**src/rtl/tlight_ctrl.sv**
```systemverilog
// tlight_ctrl: two-road junction controller. NS rests on GREEN and yields to a
// latched EW request once its minimum green has elapsed; an emergency forces
// every GREEN through YELLOW into an all-RED hold, then returns to NS GREEN.

typedef enum logic [2:0] {
    L_OFF       = 3'd0,
    L_RED       = 3'd1,
    L_YELLOW    = 3'd2,
    L_GREEN     = 3'd3,
    L_PRE_GREEN = 3'd4
} lights_t;

module tlight_ctrl #(
    parameter int unsigned NS_MIN_GREEN = 3,
    parameter int unsigned EW_GREEN_CYC = 3,
    parameter int unsigned EMG_MIN_RED  = 2
) (
    input  logic       clk,
    input  logic       reset_n,
    input  logic       ew_sensor,
    input  logic       emgcy_sensor,
    output lights_t    ns_light,
    output lights_t    ew_light,
    output logic [1:0] ns_green_timer,
    output logic       ew_green_req,
    output logic [2:0] ctrl_state
);

    typedef enum logic [2:0] {
        ST_OFF   = 3'd0,
        ST_INIT  = 3'd1,
        ST_NS_G  = 3'd2,
        ST_NS_Y  = 3'd3,
        ST_EW_G  = 3'd4,
        ST_EW_Y  = 3'd5,
        ST_EMG_Y = 3'd6,
        ST_EMG_R = 3'd7
    } state_t;

    localparam logic [1:0] NS_MIN   = 2'(NS_MIN_GREEN);
    localparam logic [3:0] EW_LAST  = 4'(EW_GREEN_CYC - 1);
    localparam logic [3:0] EMG_LAST = 4'(EMG_MIN_RED - 1);

    state_t     state;
    state_t     next_state;
    logic [3:0] ew_cnt;
    logic [3:0] emg_cnt;
    lights_t    ns_next;
    lights_t    ew_next;
    logic [1:0] timer_next;
    logic [3:0] ew_cnt_next;
    logic [3:0] emg_cnt_next;
    logic       req_next;
    logic       emg_trig;
    logic       sensors_live;

    assign ctrl_state   = state;
    // Only the four traffic phases can be interrupted by an emergency.
    assign emg_trig     = emgcy_sensor &&
                          (state inside {ST_NS_G, ST_NS_Y, ST_EW_G, ST_EW_Y});
    assign sensors_live = !(state inside {ST_OFF, ST_INIT});

    // State register plus registered lamps, timers and request latch.
    always_ff @(posedge clk or negedge reset_n) begin
        if (!reset_n) begin
            state          <= ST_OFF;
            ns_light       <= L_OFF;
            ew_light       <= L_OFF;
            ns_green_timer <= '0;
            ew_green_req   <= 1'b0;
            ew_cnt         <= '0;
            emg_cnt        <= '0;
        end else begin
            state          <= next_state;
            ns_light       <= ns_next;
            ew_light       <= ew_next;
            ns_green_timer <= timer_next;
            ew_green_req   <= req_next;
            ew_cnt         <= ew_cnt_next;
            emg_cnt        <= emg_cnt_next;
        end
    end

    // Next-state selection; an emergency overrides every traffic transition.
    always_comb begin
        next_state = state;
        case (state)
            ST_OFF:   next_state = ST_INIT;
            ST_INIT:  next_state = ST_NS_G;
            ST_NS_G:  if (ew_green_req && (ns_green_timer >= NS_MIN)) next_state = ST_NS_Y;
            ST_NS_Y:  next_state = ST_EW_G;
            ST_EW_G:  if (ew_cnt == EW_LAST) next_state = ST_EW_Y;
            ST_EW_Y:  next_state = ST_NS_G;
            ST_EMG_Y: next_state = ST_EMG_R;
            ST_EMG_R: if (!emgcy_sensor && (emg_cnt >= EMG_LAST)) next_state = ST_NS_G;
            default:  next_state = ST_OFF;
        endcase
        if (emg_trig) next_state = ST_EMG_Y;
    end

    // Decode of the upcoming state into lamp, timer, counter and request values.
    always_comb begin
        ns_next      = L_OFF;
        ew_next      = L_OFF;
        timer_next   = '0;
        ew_cnt_next  = '0;
        emg_cnt_next = '0;
        req_next     = ew_green_req;

        case (next_state)
            ST_OFF:   begin ns_next = L_OFF;    ew_next = L_OFF;    end
            ST_INIT:  begin ns_next = L_RED;    ew_next = L_RED;    end
            ST_NS_G:  begin ns_next = L_GREEN;  ew_next = L_RED;    end
            ST_NS_Y:  begin ns_next = L_YELLOW; ew_next = L_RED;    end
            ST_EW_G:  begin ns_next = L_RED;    ew_next = L_GREEN;  end
            ST_EW_Y:  begin ns_next = L_RED;    ew_next = L_YELLOW; end
            // The emergency YELLOW depends on what each lamp shows now, so it is
            // derived from the current lamp registers rather than the state.
            ST_EMG_Y: begin
                ns_next = (ns_light == L_GREEN) ? L_YELLOW : ns_light;
                ew_next = (ew_light == L_GREEN) ? L_YELLOW : ew_light;
            end
            ST_EMG_R: begin ns_next = L_RED;    ew_next = L_RED;    end
            default:  begin ns_next = L_OFF;    ew_next = L_OFF;    end
        endcase

        if ((next_state == ST_NS_G) && (state == ST_NS_G))
            timer_next = (ns_green_timer == 2'd3) ? 2'd3 : ns_green_timer + 2'd1;

        if ((next_state == ST_EW_G) && (state == ST_EW_G))
            ew_cnt_next = ew_cnt + 4'd1;

        // A sensor sample during the all-RED hold restarts the minimum count.
        if ((next_state == ST_EMG_R) && (state == ST_EMG_R) && !emgcy_sensor)
            emg_cnt_next = (emg_cnt == 4'hF) ? emg_cnt : emg_cnt + 4'd1;

        if (ew_sensor && sensors_live && (state != ST_EW_G))
            req_next = 1'b1;
        if ((next_state == ST_EW_G) && (state != ST_EW_G))
            req_next = 1'b0;
    end

endmodule

```
**config.mk**
```make
export PLATFORM = sky130hd
export DESIGN_NAME = tlight_ctrl
export DESIGN_NICKNAME = d
export VERILOG_FILES = /design/src/rtl/tlight_ctrl.sv
export SDC_FILE = /design/constraint.sdc
export NUM_CORES = 1
export LEC_CHECK = 0
export BUFFER_PORTS_ARGS = -buffer_cell sky130_fd_sc_hd__buf_2
export CAP_MARGIN = 20
export CORE_MARGIN = 3
export CORE_UTILIZATION = 54
export DETAILED_ROUTE_END_ITERATION = 10
export GPL_TIMING_DRIVEN = 0
export HOLD_SLACK_MARGIN = 0.1
export PLACE_DENSITY = 0.76
export SETUP_SLACK_MARGIN = 0.4
export SYNTH_ARGS = -nofsm -noshare
export SYNTH_HDL_FRONTEND = slang
export SYNTH_SLANG_ARGS = --single-unit
```
**constraint.sdc**
```tcl
create_clock -name clk -period 2.96 [get_ports clk]
set_clock_uncertainty 0.15 [all_clocks]
set_input_delay 0.444 -clock clk [delete_from_list [all_inputs] [get_ports clk]]
set_output_delay 0.444 -clock clk [all_outputs]
set_load 0.05 [all_outputs]
```
==> flow_summary.yaml, run 1 <==
status:
  outcome: "completed"
clock_tree:
  clockBufferDepth: 2
  cts_tree: "yes"
  cts_made_buffers: 3
  cts_setup_buffers: 0
  cts.sinks: 18
  clk_pin_slew_ns: 0.11
  htreeDepth: 1
  root_buffer: "clkbuf_4"
  clock_latency_ns: 0.30
layout:
  mostFrequentLayoutCells: "18 x dfrtp_1, 14 x buf_2, 10 x nor2_1"
  final_nets: 130
  syn2layout_area_growth_pct: 14.0
  fillCellCount: 169
  mostFrequentLayoutCell: "dfrtp_1"
  drive_above_1_share_pct: 22.5
  diodes: 0
global_route:
  grt-ovfl-total: 0
  antenna_found_initial: 0
  grt_max_degree: 19
  grt_pass1_wl_um: 3640
  grt_usage_pct: 19.5
  grt_pass1_vias: 804
synth:
  async_flop_share_pct: 100
  syn_inst: 101
  synth_edf_count: 0
  ys_seq_area_share_pct: 43.4
  syn-cell-area_um2: 1040
  yosysTopAreaCell: "dfrtp_1"
  synth_cell_types: 38
  synth_seq_cells: 18
  yosys_most_used_dff: "dfrtp_1"
  synth_top_area_share_pct: 43.4
  avgSynthCellArea_um2: 10.3
  yosysWarnings: 0
  synthTopCellsByArea: "dfrtp_1 43%, ha_1 6.0%, nor2_1 3.6%"
sta:
  fin_ws_ns: 0.917
  finalHoldViolations: 0
  finalMaxSlewViolations: 0
  fmax_ghz: 0.489
  rsz0062_at_grt: "no"
  post-route-period-util_pct: 69.0
  setup_tns_ns: 0
  setup_viol: 0
  fin_crit_ns: 2.04
floorplan:
  core-area_um2: 1760
  die_h_um: 49.9
  num_rows: 15
  fp.dieArea_um2: 2490
  pin_count: 16
  die_w_um: 49.9
  start_util_pct: 58.9
worst_setup_path:
  worst-path-stages: 5
  end_kind: "flop"
  critPathSlowestCell: "dfrtp_1"
  reg2reg_from: "emg_cnt[0]$_DFFE_PN0P_"
  critPathKind: "flop to flop"
  critical_path_required_ns: 2.97
  r2r_cells: 5
  cp.arrival_ns: 2.06
  critPathCapture: "ns_light[1]$_DFFE_PN0P_"
  path_cells: "ha_1 > nor4b_4 > nor3b_2 > nor3_4 > o221ai_1"
  crit_family: "simple AND/OR/NAND/NOR gates"
  crit_start: "emg_cnt[0]$_DFFE_PN0P_"
  crit_buf_inv: 0
  rrSetupSlack_ns: 0.92
  critPathMaxStageDelay_ns: 0.45
  cp-start-kind: "flop"
  cp_max_fo: 9
  worstReg2RegEnd: "ns_light[1]$_DFFE_PN0P_"
power:
  seqPwrFrac_pct: 30.9
  p_leak_uw: 0.000517
  p_sw_uw: 518
  ir_drop_v: 0.000654
  comb_power_share_pct: 54.9
  pwr-share-clk_pct: 14.2
  netSwitchingFraction_pct: 47.8
  p_per_area_nw_per_um2: 916
  internal-power_uw: 566
placement:
  dp_slack_ns: 0.940
  port_buffers: 12
  finalWeightedCongestion: 0.790
  dp_hpwl_um: 1530
routing:
  via_count: 817
  drc: 0
  wirelength_um: 2050
  wl_per_cell_um: 14.1
  vias_per_cell: 5.63
  drt_iter0_drc: 14
  first_pass_iters: 4
  ant_nets: 0
hold_path:
  worstHoldPathType: "primary input to flop"
job:
  drv_cap: 0
[final cells by class]
class / count / area [µm²] / share of cell area (%)
Inverter: 8 / 30.0 / 2.54
Sequential cell: 18 / 450 / 38.1
Tap cell: 25 / 31.3 / 2.64
Multi-Input combinational cell: 71 / 522 / 44.1
Clock buffer: 4 / 36.3 / 3.07
Timing Repair Buffer: 13 / 70.1 / 5.92
Buffer: 6 / 43.8 / 3.70
[kinds of logic after synthesis]
logic type               share of synthesized area [%]
buffers and inverters                             7.11
multiplexers                                     0.964
other                                            0.361
adder cells (fa/ha/maj)                           6.02
AO/OA/AOI/OAI                                     18.1
XOR/XNOR                                          2.53
flip-flops                                        43.4
AND/OR/NAND/NOR                                   21.6
[tightest hold or removal path: cells and delay by family]
kind,cells,cell delay (ns)
compound gates,2,0.20
buf+inv,1,0.09
[power groups by stage]
| stage | Combinational, µW | Sequential [µW] | Clock (µW) |
|---|---|---|---|
| after floorplan | 337 | 468 | 0 |
| after global placement | 579 | 336 | 0 |
| after detailed placement | 586 | 340 | 0 |
| after CTS | 597 | 335 | 157 |
| after global routing | 643 | 345 | 169 |
| final | 595 | 335 | 154 |
[Yosys cell counts, types with 2 or more instances]
library cell	number
a21oi_1	6
a31oi_1	2
buf_2	2
buf_4	3
dfrtp_1	18
ha_1	5
inv_1	8
nand2_1	4
nand2b_1	2
nand3_1	4
nor2_1	10
nor2b_1	4
nor3_1	4
o21ai_0	2
o22ai_1	3
xnor2_1	2
[per-layer routing]
layer  GRT usage [%]  routed length (µm)  vias to the layer above  part of all wire [%]
met5               0                   0                        -                     0
met4            11.1                  74                        0                   3.6
met3            2.72                 100                        9                   4.9
met2            30.4                 990                       27                    48
met1            25.9                 882                      389                    43
li1                -                   -                      392                     -
[worst min-delay path by stage]
stage / start / end / depth (start not counted) / slack (ns)
after floorplan: reset_n / ctrl_state[0]$_DFF_PN0_ / 0 / -0.002
after global placement: reset_n / ew_cnt[2]$_DFF_PN0_ / 1 / 0.24
after detailed placement: reset_n / ew_cnt[2]$_DFF_PN0_ / 1 / 0.24
after CTS: ew_sensor / ew_green_req$_DFFE_PN0P_ / 3 / 0.33
after global routing: ew_sensor / ew_green_req$_DFFE_PN0P_ / 3 / 0.36
final: ew_sensor / ew_green_req$_DFFE_PN0P_ / 3 / 0.33
[through the flow]
stage | area (µm²) | hold slack, ns | utilization (%) | power (µW) | std cells
after global routing | 1180 | 0.358 | 67.1 | 1160 | 145
after detailed placement | 1140 | 0.245 | 64.5 | 926 | 140
after global placement | 1140 | 0.240 | 64.5 | 914 | 140
after CTS | 1180 | 0.332 | 67.1 | 1090 | 145
after floorplan | 1050 | -0.00159 | - | 805 | 103
final | 1180 | 0.333 | 67.1 | 1080 | 145
[sequential cells by signal, indices dropped and copies added, names as in the netlist]
register,count
ctrl_state,3
ns_light,2
ew_green_req,1
ns_green_timer,2
ew_light,2
emg_cnt,4
ew_cnt,4
[timing repair]
action,4_1_cts,5_1_grt
hold buffers,1,0
endpoints found under the hold margin,18,0
resized for setup,0,0
No activity file was read; power rests on OpenSTA's default activity.
==> run 2, diff against run 1 <==
clock period = 2.12 ns   (was 2.96 ns; I/O delays follow)
==> run 2 against run 1 <==
Power grew 58%; final area grew 9.0%; count of clock-buffer cells in the layout unchanged; utilization is 6.0 points higher; sequential power is 41% higher; die area unchanged; maximum frequency increased by 12%; clock power rose by 42%; highest routed layer unchanged.
==> flow_summary.yaml, run 2 (same netlist as run 1, synthesis figures left out) <==
worst_setup_path:
  cp_max_fo: 4
  reg2reg_from: "emg_cnt[1]$_DFFE_PN0P_"
  r2r_cells: 8
  rrSetupSlack_ns: 0.29
  worstReg2RegEnd: "ew_cnt[1]$_DFF_PN0_"
  critical_path_required_ns: 2.17
  cp.arrival_ns: 1.88
  end_kind: "flop"
  critPathKind: "flop to flop"
  cp-start-kind: "flop"
clock_tree:
  clk_pin_slew_ns: 0.11
  clockBufferDepth: 2
  clock_latency_ns: 0.30
  cts_made_buffers: 3
  root_buffer: "clkbuf_4"
  cts.sinks: 18
  cts_tree: "yes"
  htreeDepth: 1
floorplan:
  die_h_um: 49.9
  num_rows: 15
  fp.dieArea_um2: 2490
  pin_count: 16
  die_w_um: 49.9
  start_util_pct: 58.9
  core-area_um2: 1760
sta:
  fin_crit_ns: 1.83
  finalMaxSlewViolations: 0
  finalHoldViolations: 0
  hold_slack_ns: 0.202
  setup_viol: 0
  rsz0062_at_grt: "yes"
  fmax_ghz: 0.547
  setup_tns_ns: 0
  post-route-period-util_pct: 86.2
hold_path:
  min_delay_worst_endpoint: "ew_green_req$_DFFE_PN0P_"
  hold_depth: 3
  worstHoldPathType: "primary input to flop"
  hp-start: "ew_sensor"
placement:
  dp.cells: 140
  finalWeightedCongestion: 0.728
  dp_hpwl_um: 1420
  placed_cell_area_um2: 1140
  port_buffers: 12
power:
  netSwitchingFraction_pct: 46.2
  p_leak_uw: 0.000562
  ir_drop_v: 0.000826
  seqPwrFrac_pct: 27.7
  comb_power_share_pct: 59.5
  pwr-share-clk_pct: 12.8
  p_sw_uw: 790
  p_per_area_nw_per_um2: 1320
  internal-power_uw: 918
layout:
  mostFrequentLayoutCells: "14 x buf_2, 14 x dfrtp_1, 10 x nor2_1"
  diodes: 0
  syn2layout_area_growth_pct: 24.2
  drive_above_1_share_pct: 36.7
  fillCellCount: 140
  finalInstanceArea_um2: 1290
  final_util_pct: 73.1
  final_nets: 138
  finalNonFillerCells: 153
routing:
  vias_per_cell: 5.52
  drc: 0
  first_pass_iters: 4
  ant_nets: 0
  wl_per_cell_um: 14.1
  drt_iter0_drc: 33
  wirelength_um: 2160
  via_count: 844
global_route:
  antenna_found_initial: 0
  grt_max_degree: 19
  grt-ovfl-total: 0
  grt_pass1_wl_um: 3530
  grt_pass1_vias: 816
  grt_usage_pct: 18.7
job:
  drv_cap: 0
status:
  outcome: "completed"
run 2: final cells by class:
type	instances	area (µm²)	share of cell area (%)
multi-input combinational	71	556	43.1
sequential	18	455	35.3
timing repair buffer	21	138	10.7
buffer	6	43.8	3.39
clock buffer	4	36.3	2.81
tap	25	31.3	2.42
inverter	8	30.0	2.33
run 2: worst max-delay path by stage:
stage,start,endpoint,slack (ns),depth (start not counted)
5_1_grt,emg_cnt[1]$_DFFE_PN0P_,ew_cnt[1]$_DFF_PN0_,0.18,8
6_report,emg_cnt[1]$_DFFE_PN0P_,ew_cnt[1]$_DFF_PN0_,0.29,8
4_1_cts,emg_cnt[0]$_DFFE_PN0P_,ns_light[0]$_DFFE_PN0P_,0.36,5
3_5_place_dp,emg_cnt[0]$_DFFE_PN0P_,ns_light[1]$_DFFE_PN0P_,0.10,5
2_1_floorplan,emg_cnt[0]$_DFFE_PN0P_,ns_light[1]$_DFFE_PN0P_,0.34,5
3_3_place_gp,emg_cnt[0]$_DFFE_PN0P_,ns_light[1]$_DFFE_PN0P_,0.14,5
run 2: power by group through the flow:
stage / clock network [µW] / registers [µW] / logic, µW
2_1_floorplan: 0 / 660 / 466
3_5_place_dp: 0 / 479 / 814
3_3_place_gp: 0 / 475 / 798
6_report: 219 / 473 / 1020
4_1_cts: 219 / 472 / 952
5_1_grt: 242 / 483 / 1090
run 2: worst max-delay path: stages (launching register included):
cell	delay, ns
dfrtp_1	0.38
inv_2	0.05
ha_2	0.18
nor4b_4	0.36
nor3b_2	0.13
nor3_4	0.18
buf_6	0.15
buf_6	0.11
nor3_2	0.04
run 2: metal layers:
layer / global-route usage, % / vias up / wire [µm]
li1: - / 408 / -
met1: 22.1 / 408 / 932
met2: 31.3 / 23 / 1090
met3: 4.23 / 5 / 88
met4: 10.1 / 0 / 42
met5: 0 / - / 0
run 2: what timing repair did:
| action | 4_1_cts | 5_1_grt |
|---|---|---|
| setup buffers | 5 | 3 |
| pin swaps | 8 | 2 |
| hold endpoints to repair | 18 | 0 |
| hold buffers | 1 | 0 |
| setup endpoints to repair | 11 | 11 |
| resized for setup | 6 | 5 |
run 2: stage by stage:
stage                     total power [µW]  worst slack, ns
after floorplan                       1130            0.337
after CTS                             1640            0.362
after detailed placement              1290            0.103
after global routing                  1810            0.183
final                                 1710            0.292
after global placement                1270            0.144
